## config.mk

```make
export PLATFORM = sky130hd
export DESIGN_NAME = y_deserializer
export DESIGN_NICKNAME = d
export VERILOG_FILES = /design/src/rtl/y_deser_pkg.sv /design/src/rtl/y_deserializer.sv
export SDC_FILE = /design/constraint.sdc
export NUM_CORES = 1
export LEC_CHECK = 0
export CORE_MARGIN = 1
export CORE_UTILIZATION = 48
export CTS_CLUSTER_DIAMETER = 80
export CTS_CLUSTER_SIZE = 28
export DETAILED_ROUTE_END_ITERATION = 16
export PLACE_DENSITY = 0.76
export SLEW_MARGIN = 10
export SYNTH_ARGS = -nofsm -noshare
export SYNTH_HDL_FRONTEND = slang
export SYNTH_SLANG_ARGS = --single-unit
export TNS_END_PERCENT = 100
```

## constraint.sdc

```tcl
create_clock -name clk -period 2.43 [get_ports clk]
set_clock_uncertainty 0.15 [all_clocks]
set_input_delay 0.3645 -clock clk [delete_from_list [all_inputs] [get_ports clk]]
set_output_delay 0.3645 -clock clk [all_outputs]
set_load 0.02 [all_outputs]
```

## src/rtl/y_deser_pkg.sv

```systemverilog
// rtl/y_deser_pkg.sv - shared types and helpers for the y_deserializer
// Holds the default word width, the output-register state enum and the
// bit counter width function.
package y_deser_pkg;

  localparam int WIDTH_DEFAULT = 8;

  typedef enum logic {
    EMPTY = 1'b0,
    HOLD  = 1'b1
  } out_state_e;

  // Bit counter width; at least one bit so WIDTH=2 still has a counter.
  function automatic int cnt_width(input int w);
    return (w <= 2) ? 1 : $clog2(w);
  endfunction

endpackage

```

## src/rtl/y_deserializer.sv

```systemverilog
// rtl/y_deserializer.sv - serial-to-parallel word assembler with hold/overflow
// Ports:
//   clk, rst_n          clock, asynchronous active-low reset
//   y_in, y_valid       serial bit and its qualifier
//   flush               discard the partial word
//   clr_ovf             clear the sticky overflow flag
//   out_ready           downstream takes the held word
//   word_data           assembled word
//   word_parity         XOR of word_data
//   word_valid          word_data/word_parity valid (HOLD state)
//   overflow            sticky: a completed word was dropped
//   bit_cnt             bits accepted into the current partial word
module y_deserializer
  import y_deser_pkg::*;
#(
  parameter int WIDTH     = WIDTH_DEFAULT,
  parameter bit MSB_FIRST = 1'b1
) (
  input  logic                          clk,
  input  logic                          rst_n,
  input  logic                          y_in,
  input  logic                          y_valid,
  input  logic                          flush,
  input  logic                          clr_ovf,
  input  logic                          out_ready,
  output logic [WIDTH-1:0]              word_data,
  output logic                          word_parity,
  output logic                          word_valid,
  output logic                          overflow,
  output logic [cnt_width(WIDTH)-1:0]   bit_cnt
);

  localparam int            CW   = cnt_width(WIDTH);
  localparam logic [CW-1:0] LAST = CW'(WIDTH - 1);

  // Only WIDTH-1 bits of a partial word ever need storing; the WIDTH-th
  // bit is taken straight from y_in when the word completes.
  logic [WIDTH-2:0] shift_q;
  logic [WIDTH-2:0] shift_d;
  logic [WIDTH-1:0] next_word;
  logic             accept;
  logic             complete;
  out_state_e       state;

  always_comb begin
    accept    = y_valid & ~flush;
    complete  = accept && (bit_cnt == LAST);
    next_word = '0;
    shift_d   = '0;
    if (MSB_FIRST) begin
      // Shift left: earliest bit migrates toward the MSB.
      next_word = {shift_q, y_in};
      shift_d   = next_word[WIDTH-2:0];
    end else begin
      // Shift right: earliest bit migrates toward bit 0.
      next_word = {y_in, shift_q};
      shift_d   = next_word[WIDTH-1:1];
    end
  end

  always_ff @(posedge clk or negedge rst_n) begin
    if (!rst_n) begin
      shift_q     <= '0;
      bit_cnt     <= '0;
      word_data   <= '0;
      word_parity <= 1'b0;
      word_valid  <= 1'b0;
      overflow    <= 1'b0;
      state       <= EMPTY;
    end else begin
      if (flush) begin
        shift_q <= '0;
        bit_cnt <= '0;
      end else if (accept) begin
        shift_q <= shift_d;
        bit_cnt <= complete ? '0 : bit_cnt + CW'(1);
      end

      // Clear first so a drop on the same edge leaves the flag set.
      if (clr_ovf) overflow <= 1'b0;

      case (state)
        EMPTY: begin
          if (complete) begin
            word_data   <= next_word;
            word_parity <= ^next_word;
            word_valid  <= 1'b1;
            state       <= HOLD;
          end
        end
        HOLD: begin
          if (complete) begin
            if (out_ready) begin
              word_data   <= next_word;
              word_parity <= ^next_word;
            end else begin
              overflow <= 1'b1;
            end
          end else if (out_ready) begin
            word_valid <= 1'b0;
            state      <= EMPTY;
          end
        end
      endcase
    end
  end

endmodule

```

==> reports/metrics.csv, run 1 <==
metric;value;unit
vias;622;
place_hpwl;1080;µm
postCtsSetupBuffers;0;
syn_inst;78;
setup_viol;0;
cts_buffers;3;
wl;1550;µm
fmax;484;MHz
status;completed;
drive_above_1_share;15.5;%
path_common_cell;ha_1;
cts_tree;done;
finalCriticalPeriod;2.07;ns
core_area;1800;µm²
grt_pass1_wl;2510;µm
cp_num_buf_inv;0;
r2r_slack;0.36;ns
ys_top_cells_by_count;dfrtp_1, nor2_1, mux2_2, mux2i_1, xnor2_1;
critical-path-max-stage-delay;0.43;ns
relSlewSlack;82.0;%
wl_per_cell;12.1;µm
reg2reg_from;bit_cnt[0];
numPortBuffers;20;
slowest_stage;dfrtp_1;
yosysSeqAreaShare;56.9;%
crit_arrival;2.12;ns
synth_edf_count;0;
utilization;70.2;%
hp-class;in -> async;
reg2reg_depth;7;
path_cells;ha_1, ha_1, nand3b_1, ha_1, nor2_1, nand2_2, mux2_2;
die_height;46.9;µm
dieArea;2200;µm²
cts.sinks;22;
grt_overflow_total;0;
max_slew.worst_pin.slew;0.270;ns
clk_latency;0.30;ns
gp_routability_congestion;0.728;
drc;0;
viasPerCell;4.86;
fin_crit_sh;85.1;%
postSynthAreaPerCell;12.4;µm²
fin_setup_tns;0;ns
htreeDepth;1;
path_max_fanout;10;
synth_cell_types;18;
ctsLongestPathBuffers;2;
grt_pass1_vias;558;
path_class;reg -> reg;
drt_iter0_drc;10;
maxCapViolations;0;
antenna_found_initial;0;
synth_most_common_cell;dfrtp_1;
syn-num-nets;89;
grt_usage;17.2;%
synthFlopType;dfrtp_1;
cp.required;2.48;ns
root_buffer;clkbuf_4;
cpLargestDelayFamily;adder cells;
area_delta_synth_final;30.8;%
final_cells;128;
clk_pin_slew;0.12;ns
synth-seq-cells;22;
drv_slew;0;
power_leakage;0.603;nW
rsz0062_at_grt;no;
rr_endpoint;word_data[5];
num_antenna_cells;0;
synth_largest_area_cell;dfrtp_1;
p_per_area;568;nW/µm²
peakVddDrop;0.442;mV
end_kind;register;
hold_buffers;0;
die_x;46.9;µm
io_pins;21;
synth_top_area_share;56.9;%
crit_path_start_kind;register;
cp-startpoint;bit_cnt[0];
holdWs;0.234;ns
num_rows;15;
nets;115;
ys_top_cells_by_area;dfrtp_1, mux2_2, mux2i_1;
syn_area;967;µm²
dp_cells;124;
hold_viol;0;
cts_resized;0;
initial_core_util;53.7;%
antenna_left;0;
async_reset_ff_share;100;%
detailedRoute.firstPassIterationCount;4;
grt_start_max_net_pins;23;
yosysWarnings;0;
## kinds of logic after synthesis
kind of cell	synth area share, %
AO/OA/AOI/OAI	3.10
XOR/XNOR	6.34
adder cells (fa/ha/maj)	5.17
buffers and inverters	2.07
flip-flops	56.9
multiplexers	17.6
AND/OR/NAND/NOR	8.80
## layer usage
metal | vias to the layer above | part of all wire (%) | wire length [µm] | track usage, %
met4 | 0 | 0.78 | 12 | 8.57
met3 | 2 | 3.4 | 53 | 4.62
li1 | 311 | - | - | -
met2 | 15 | 44 | 681 | 24.2
met5 | - | 0 | 0 | 0
met1 | 294 | 52 | 800 | 24.4
## power by group
group	internal [mW]	switching [mW]	total, mW	leakage (nW)
clock	0.167	0.109	0.276	0.0279
sequential	0.373	0.00574	0.378	0.300
combinational	0.0332	0.0315	0.0647	0.275
## how the worst max path moves through the flow
stage	endpoint	slack, ns	cells past startpoint
finish	word_data[5]	0.36	7
global route	word_data[7]	0.27	7
CTS	word_data[2]	0.35	7
detailed placement	word_data[3]	0.30	6
global placement	word_data[5]	0.33	6
floorplan	word_data[0]	0.45	7
## cells in the final DEF, fill, tap and decap left out, drive strengths merged
master / instances
nor2: 10
clkbuf: 3
nand2b: 1
dfrtp: 22
o22ai: 1
ha: 4
bufinv: 1
clkdlybuf4s50: 20
a22o: 1
mux2: 8
buf: 3
a21oi: 2
xnor2: 7
nand2: 5
nand3b: 2
nor3: 1
inv: 3
mux2i: 8
o21ai: 1
## per-stage QoR
step                setup WS (ns)  power, mW  area, µm²
floorplan                   0.452      0.416        967
global placement            0.333      0.450       1210
detailed placement          0.303      0.451       1210
CTS                         0.351      0.729       1260
global route                0.265      0.751       1260
finish                      0.362      0.719       1260
## registers in the layout, summed over array words and instances, names as in the netlist
register and cells:
shift_q 7, word_parity 1, word_data 8, word_valid 1
overflow 1, bit_cnt 3, state 1
## final cells by class
cell class / instances / area (µm²)
clock inverters: 1 / 30.0
clock buffers: 3 / 22.5
well taps: 25 / 31.3
repair buffers: 23 / 223
inverters: 3 / 11.3
multi-input cells: 51 / 397
flip-flops and latches: 22 / 551
fillers: 139 / 537
Power figures use the tool's default switching activity.
==> run 2, diff against run 1 <==
--- a/config.mk
+++ b/config.mk
@@ -5,7 +5,7 @@
 export SDC_FILE = /design/constraint.sdc
 export NUM_CORES = 1
 export LEC_CHECK = 0
-export CORE_MARGIN = 1
+export CORE_MARGIN = 4
 export CORE_UTILIZATION = 48
 export CTS_CLUSTER_DIAMETER = 80
 export CTS_CLUSTER_SIZE = 28
==> run 2 against run 1 <==
Total power down 0.25%. Wire length up 3.9%. Non-clock buffer count stayed put. Utilization is 0.72 points lower. Critical endpoint is now word_data[3]. Hold slack better by 0.0073 ns. Largest cell class unchanged.
==> reports/metrics.csv, run 2 (synthesis results as in run 1) <==
metric;value;unit
core_area;1820;µm²
path_cells;ha_1, ha_1, nand3b_1, ha_1, nor2_1, nand2_2, mux2_2;
mostFrequentLayoutCells;dfrtp_1, clkdlybuf4s50_1, nor2_1, mux2i_1, mux2_2;
largest_reg_flops;8;
place_hpwl;1180;µm
num_rows;15;
grt_pass1_vias;622;
numPortBuffers;20;
wl_per_cell;12.6;µm
nets;115;
num_antenna_cells;0;
cp.required;2.48;ns
fmax;489;MHz
utilization;69.5;%
grt_usage;14.1;%
hold_buffers;0;
path_class;reg -> reg;
antenna_left;0;
postCtsSetupBuffers;0;
drive_above_1_share;15.5;%
multi_input_comb_area;397;µm²
placed_area;1210;µm²
cts.sinks;22;
status;completed;
grt_pass1_wl;2820;µm
wl;1610;µm
grt_start_max_net_pins;23;
path_common_cell;ha_1;
antenna_found_initial;0;
regMostFlops;word_data;
rsz0062_at_grt;no;
dp_cells;124;
top_regs;word_data x8, shift_q x7, bit_cnt x3;
clk_pin_slew;0.12;ns
max_slew.worst_pin.slew;0.268;ns
io_pins;21;
r2r_slack;0.39;ns
initial_core_util;53.1;%
rr_endpoint;word_data[3];
viasPerCell;4.89;
path_max_fanout;10;
setup_viol;0;
ctsLongestPathBuffers;2;
reg2reg_from;bit_cnt[0];
peakVddDrop;0.386;mV
seq_area;551;µm²
finalCriticalPeriod;2.04;ns
critical-path-max-stage-delay;0.42;ns
end_kind;register;
hp-class;in -> async;
postLayoutCellArea;1260;µm²
maxCapViolations;0;
root_buffer;clkbuf_4;
vias;626;
drc;0;
relSlewSlack;82.1;%
fin_crit_sh;84.1;%
fillerInstances;145;
cp_num_buf_inv;0;
cts_resized;0;
fin_setup_tns;0;ns
crit_path_start_kind;register;
area_delta_synth_final;30.8;%
detailedRoute.firstPassIterationCount;4;
drv_slew;0;
crit_arrival;2.09;ns
dieArea;2800;µm²
cts_buffers;3;
power_leakage;0.603;nW
p_per_area;567;nW/µm²
final_common_cell;dfrtp_1;
hold_viol;0;
drt_iter0_drc;6;
die_x;52.9;µm
setup_slack;0.385;ns
reg2reg_depth;7;
htreeDepth;1;
grt_overflow_total;0;
gp_routability_congestion;0.717;
cts_tree;done;
cpLargestDelayFamily;adder cells;
die_height;52.9;µm
slowest_stage;dfrtp_1;
final_cells;128;
clk_latency;0.30;ns
pre_cts_ws;0.290;ns
-- run 2: cell counts in the layout (fill, tap and decap cells not counted) --
Identical to the previous run, type by type.
-- run 2: worst reg2reg max path, cell delays in order, from the launching register on --
cell and delay, ns:
dfrtp_1 0.42, ha_1 0.21, ha_1 0.21, nand3b_1 0.16, ha_1 0.18, nor2_1 0.05
nand2_2 0.19, mux2_2 0.37
-- run 2: layer usage --
metal	GRT usage [%]	wire, µm	vias to the layer above
li1	-	-	315
met1	18.4	753	294
met2	21.5	754	13
met3	3.10	67	4
met4	7.66	31	0
met5	0	0	-
-- run 2: how the worst max path moves through the flow --
| stage | start | end | slack, ns | cells after the start |
|---|---|---|---|---|
| 6_report | bit_cnt[0] | word_data[3] | 0.39 | 7 |
| 5_1_grt | bit_cnt[0] | word_data[3] | 0.26 | 7 |
| 4_1_cts | bit_cnt[0] | word_data[3] | 0.37 | 7 |
| 3_5_place_dp | flush | word_data[1] | 0.29 | 6 |
| 3_3_place_gp | flush | word_data[3] | 0.34 | 6 |
| 2_1_floorplan | bit_cnt[0] | word_data[0] | 0.45 | 7 |
-- run 2: power by group --
part | switching (mW) | total [mW] | internal, mW
clock network | 0.107 | 0.274 | 0.167
registers | 0.00552 | 0.378 | 0.373
logic | 0.0315 | 0.0648 | 0.0333
total | 0.145 | 0.717 | 0.573
-- run 2: metrics by stage --
stage	hold WS, ns	total power [mW]
3_3_place_gp	0.326	0.450
5_1_grt	0.239	0.757
4_1_cts	0.237	0.731
6_report	0.241	0.717
2_1_floorplan	-0.0811	0.416
3_5_place_dp	0.347	0.451
-- run 2: area by class of cell --
class	instances	area share [%]
inverter	3	0.890
sequential	22	43.5
tap	25	2.47
clock buffer	3	1.78
multi-input combinational	51	31.4
clock inverter	1	2.37
timing repair buffer	23	17.6
==> variant 1, RTL diff (flow settings as in run 1) <==
Change the package constant `WIDTH_DEFAULT` from 8 to 9.
--- a/src/rtl/y_deser_pkg.sv
+++ b/src/rtl/y_deser_pkg.sv
@@ -3,7 +3,7 @@
 // bit counter width function.
 package y_deser_pkg;
 
-  localparam int WIDTH_DEFAULT = 8;
+  localparam int WIDTH_DEFAULT = 9;
 
   typedef enum logic {
     EMPTY = 1'b0,
Interface: changed (resized bit_cnt and word_data); port bits go from 21 to 23. The function was not compared with the original's and may differ.
==> variant 1 against run 1 <==
Wire length increased by 29%; worst setup slack worse by 250 ps; first-iteration DRC count unchanged; sequential cell count up 3; total power up 1.6%; maximum frequency down 11%; cell area is 17% higher; synthesized area rose by 18%.
==> variant 1: results (changes against run 1) <==
----------------------------------------------------
[Timing]
  Slew at the pin with the worst max-slew slack ... 315 ps (+45.0 ps)
  Final-report max-slew violation count ... 0 (unchanged)

[Logic synthesis]
  Proportion of synthesized flip-flops having asynchronous set or reset ... 100% (unchanged)
  Distinct cells, synth ... 23 (+5)
  Number of nets produced by synthesis ... 105 (+18%)
  Warning count from the yosys run ... 0 (unchanged)
  Leading cell types by count after synthesis ... dfrtp_1 (25), nor2_1 (11), mux2_2 (9), mux2i_1 (9), nand2_1 (7)
  Top FF cell, synth ... dfrtp_1
  Sequential share of the synthesized area ... 54.8% (-2.1 points)
  Largest cells by area after synthesis ... dfrtp_1 (55%), mux2_2 (8.9%), mux2i_1 (7.9%)

[Worst setup path]
  Largest delay share family, worst path ... simple AND/OR/NAND/NOR gates
  Cell type of the slowest stage on the worst timing path ... or4b_4
  Critical path fanouts, max ... 11 (+1)
  First element of the critical path ... bit_cnt[0]
  Slack of the worst reg-to-reg path ... 110 ps (-250 ps)
  Worst path max stage delay ... 540 ps (+110 ps)
  Arrival @ worst endpoint ... 2400 ps (+280 ps)
  Crit path capture type ... register
  Reg2reg path depth ... 9 (+2)
  Capture point of the worst reg-to-reg path ... word_data[5]

[Clocking]
  Library cell used as clock root buffer ... clkbuf_4
  Insertion delay to the later sink of the worst-skew pair ... 330 ps (+30 ps)
  Count of instances resized after the clock tree is built ... 0 (unchanged)
  Post-CTS setup-driven buffer insertion count ... 0 (unchanged)
  Clk slew on worst S/H paths ... 140 ps (+20 ps)
  Maximum buffer depth of the clock tree ... 2 (unchanged)
  Max H-tree Level ... 1 (unchanged)
  CTS buffer count ... 3 (unchanged)

[Layout]
  Count of nets after finishing ... 137 (+19%)
  Fill cell count ... 174 (+25%)
  Fraction of final layout cells sized beyond drive strength 1 ... 18.4% (+2.9 points)
  Number of antenna diodes ... 0 (unchanged)
  Top Registers ... word_data: 9 flops, shift_q: 8 flops, bit_cnt: 4 flops

[Placed design]
  Final estimated routing congestion in global placement ... 0.774 (+6.2%)
  Instance area at placement ... 1450 sq um (+19%)
  Port Buffers ... 22 (+10%)
  Post-detail-place hpwl ... 1390 um (+28%)

[Min path]
  Min-delay worst type ... in -> async

[Route]
  Detailed-route vias per instance ... 5.07 (+4.4%)
  Drt pass-1 iters ... 4 (unchanged)
  Iter 0 DRT Violations ... 10 (unchanged)
  DRC Markers ... 0 (unchanged)
  Wire length reported by the detailed router ... 1990 um (+29%)

[Global routing]
  First-pass GRT wire length ... 3460 um (+38%)
  Largest net degree at the start of global routing ... 26 (+13%)
  GRT Overall Usage ... 18.7% (+1.5 points)
  Number of global-route vias before repair ... 768 (+38%)
  Initial antenna violation count ... 0 (unchanged)

[Pwr]
  LEAKAGE ... 0.719 nW (+19%)
  Maximum VDD drop ... 0.000340 V (-23%)

[Run status]
  Status ... completed

----------------------------------------------------
variant 1: area by class of cell:
class / instances / area, sq um / area share, %
Clock buffer: 3 / 22.5 / 1.52
Clock inverter: 1 / 7.51 / 0.505
Inverter: 4 / 15.0 / 1.01
Multi-Input combinational cell: 62 / 487 / 32.8
Sequential cell: 25 / 626 / 42.1
Tap cell: 28 / 35.0 / 2.36
Timing Repair Buffer: 30 / 293 / 19.7
variant 1: where the power goes:
part | internal, mW | switching [mW]
registers | 0.428 | 0.00788
clock network | 0.0632 | 0.131
logic | 0.0518 | 0.0489
variant 1: logic make-up (layout without fill, tap and decap cells):
family                   after synthesis  after routing  share of synthesized area (%)
AO/OA/AOI/OAI                         10             10                           5.26
XOR/XNOR                               7              7                           6.58
buffers and inverters                  7             38                           2.52
flip-flops                            25             25                           54.8
adder cells (fa/ha/maj)                4              4                           4.39
AND/OR/NAND/NOR                       23             23                           9.65
multiplexers                          18             18                           16.8
variant 1: metal layers:
layer  wire length (um)  track usage [%]  share of wire [%]
met1                982             25.0                 49
met3                 48             2.73                2.4
met4                 36             11.1                1.8
met5                  0                0                  0
met2                926             28.7                 46
variant 1: worst min-delay path by stage:
stage                           start      endpoint  slack, ps  cells past startpoint
after floorplan                 rst_n    bit_cnt[0]        -80                      0
after global placement    word_parity   word_parity        320                      2
after detailed placement   word_valid    word_valid        340                      1
after CTS                       rst_n    shift_q[6]        210                      2
after global routing            rst_n   word_parity        260                      2
final                           rst_n  word_data[2]        220                      2
variant 1: metrics by stage:
stage / hold WS [ps] / cells / util [%] / setup slack [ps]
detailed placement: 344 / 148 / 64.8 / 6.28
finish: 220 / 153 / 66.5 / 115
CTS: 214 / 152 / 66.2 / 89.3
global route: 259 / 153 / 66.5 / -3.65
global placement: 322 / 148 / 64.8 / 16.9
floorplan: -81.1 / 94 / - / 27.1
==> variant 2, RTL diff (settings of run 1) <==
Without the edit above. Reset style: synchronous (`rst_n`), changed in one clocked block. Comments in the files are not updated.
--- a/src/rtl/y_deserializer.sv
+++ b/src/rtl/y_deserializer.sv
@@ -58,7 +58,7 @@
     end
   end
 
-  always_ff @(posedge clk or negedge rst_n) begin
+  always_ff @(posedge clk) begin
     if (!rst_n) begin
       shift_q     <= '0;
       bit_cnt     <= '0;
Formal check against the unedited RTL: differs if rst_n is asserted again (counterexample within 4 cycles, from zero or initial values and one cycle with rst_n low); with rst_n held inactive, the same outputs for 10 cycles.
==> variant 2 against run 1 <==
Global-route usage is 1.4 points higher; utilization down 2.1 points; clock power increased by 2%; synthesized area fell by 2.7%; worst setup slack worse by 28 ps; total power decreased by 4.7%; sequential cell count stayed put; wire length increased by 8.1%; sequential share of layout area is 7.3 points lower; final cell count increased by 13%; first-iteration DRC count grew 20%; cell area shrank 4.0%; largest cell class is now multi-input gates.
==> variant 2: results (changes against run 1) <==
----------------------------------------------------
[Pwr]
  Comb power frac ... 5.6% (-3.4 points)
  Maximum VDD drop ... 0.000360 V (-18%)
  Power density over the cells ... 564 nW/um^2 (-0.79%)

[Worst setup path]
  Endpoint of the worst setup timing path ... word_data[7]
  Slack of the worst reg-to-reg path ... 330 ps (-30 ps)
  Critical path fanouts, max ... 8 (-2)
  Arrival @ worst endpoint ... 2160 ps (+40 ps)
  Source of the worst register-to-register timing path ... bit_cnt[0]

[Placed design]
  Instance area at placement ... 1160 sq um (-4.1%)
  Worst setup slack before clock tree synthesis ... 144 ps (-160 ps)
  Final estimated routing congestion in global placement ... 0.723 (-0.77%)
  Placed cells ... 141 (+14%)
  Post-detail-place hpwl ... 1220 um (+13%)

[Layout]
  Count of nets after finishing ... 132 (+15%)
  Fraction of final layout cells sized beyond drive strength 1 ... 5.83% (-9.7 points)

[Route]
  Wire length reported by the detailed router ... 1670 um (+8.1%)
  Total number of vias ... 708 (+14%)

[Logic synthesis]
  Distinct cells, synth ... 21 (+3)
  Largest cells by area after synthesis ... dfxtp_1 (47%), mux2i_1 (8.5%), a21boi_0 (7.2%)
  Post-synthesis compound-gate area fraction ... 11.3% (+8.2 points)
  Fraction of synthesized area in multiplexers ... 8.51% (-9.1 points)
  Adder and majority gate portion of the synthesized area ... 5.32% (+0.14 points)
  Fraction of synthesized cell area in xor and xnor cells ... 6.52% (+0.18 points)
  Synthesized area per cell ... 9.50 sq um (-23%)
  Sequential share of the synthesized area ... 46.8% (-10 points)
  Leading cell types by count after synthesis ... dfxtp_1 (22), nand2_1 (17), nor2_1 (11)

[Global routing]
  GRT Overall Usage ... 18.6% (+1.4 points)
  Number of global-route vias before repair ... 639 (+15%)
  First-pass GRT wire length ... 2800 um (+12%)

[Timing]
  Slew at the pin with the worst max-slew slack ... 369 ps (+98.9 ps)

[Run status]
  Status ... completed

----------------------------------------------------
[variant 2: changes by cell type after synthesis, moves of 3 or more]
cell / change
nand2_1: +13
a22oi_1: +3
mux2_2: -8
dfrtp_1: -22
a21boi_0: +9
dfxtp_1: +22
[variant 2: final cells by class]
class | count | area, sq um
fillers | 158 | 568
multi-input cells | 70 | 472
flip-flops and latches | 22 | 440
repair buffers | 21 | 208
well taps | 25 | 31.3
clock inverters | 1 | 30.0
clock buffers | 3 | 22.5
inverters | 3 | 11.3
[variant 2: layer usage]
metal,global-route usage [%],share of wire [%],vias up
met4,7.06,0.72,0
li1,-,-,367
met3,3.53,3.4,2
met1,24.7,50,326
met5,0,0,-
met2,29.6,46,13
[variant 2: critical path, cell delays in order (launching register included)]
cell      delay [ps]
dfxtp_1          400
ha_1             160
ha_1             150
nand3b_1         170
ha_1             280
or3_1            510
nand2_1          110
a21boi_0          80
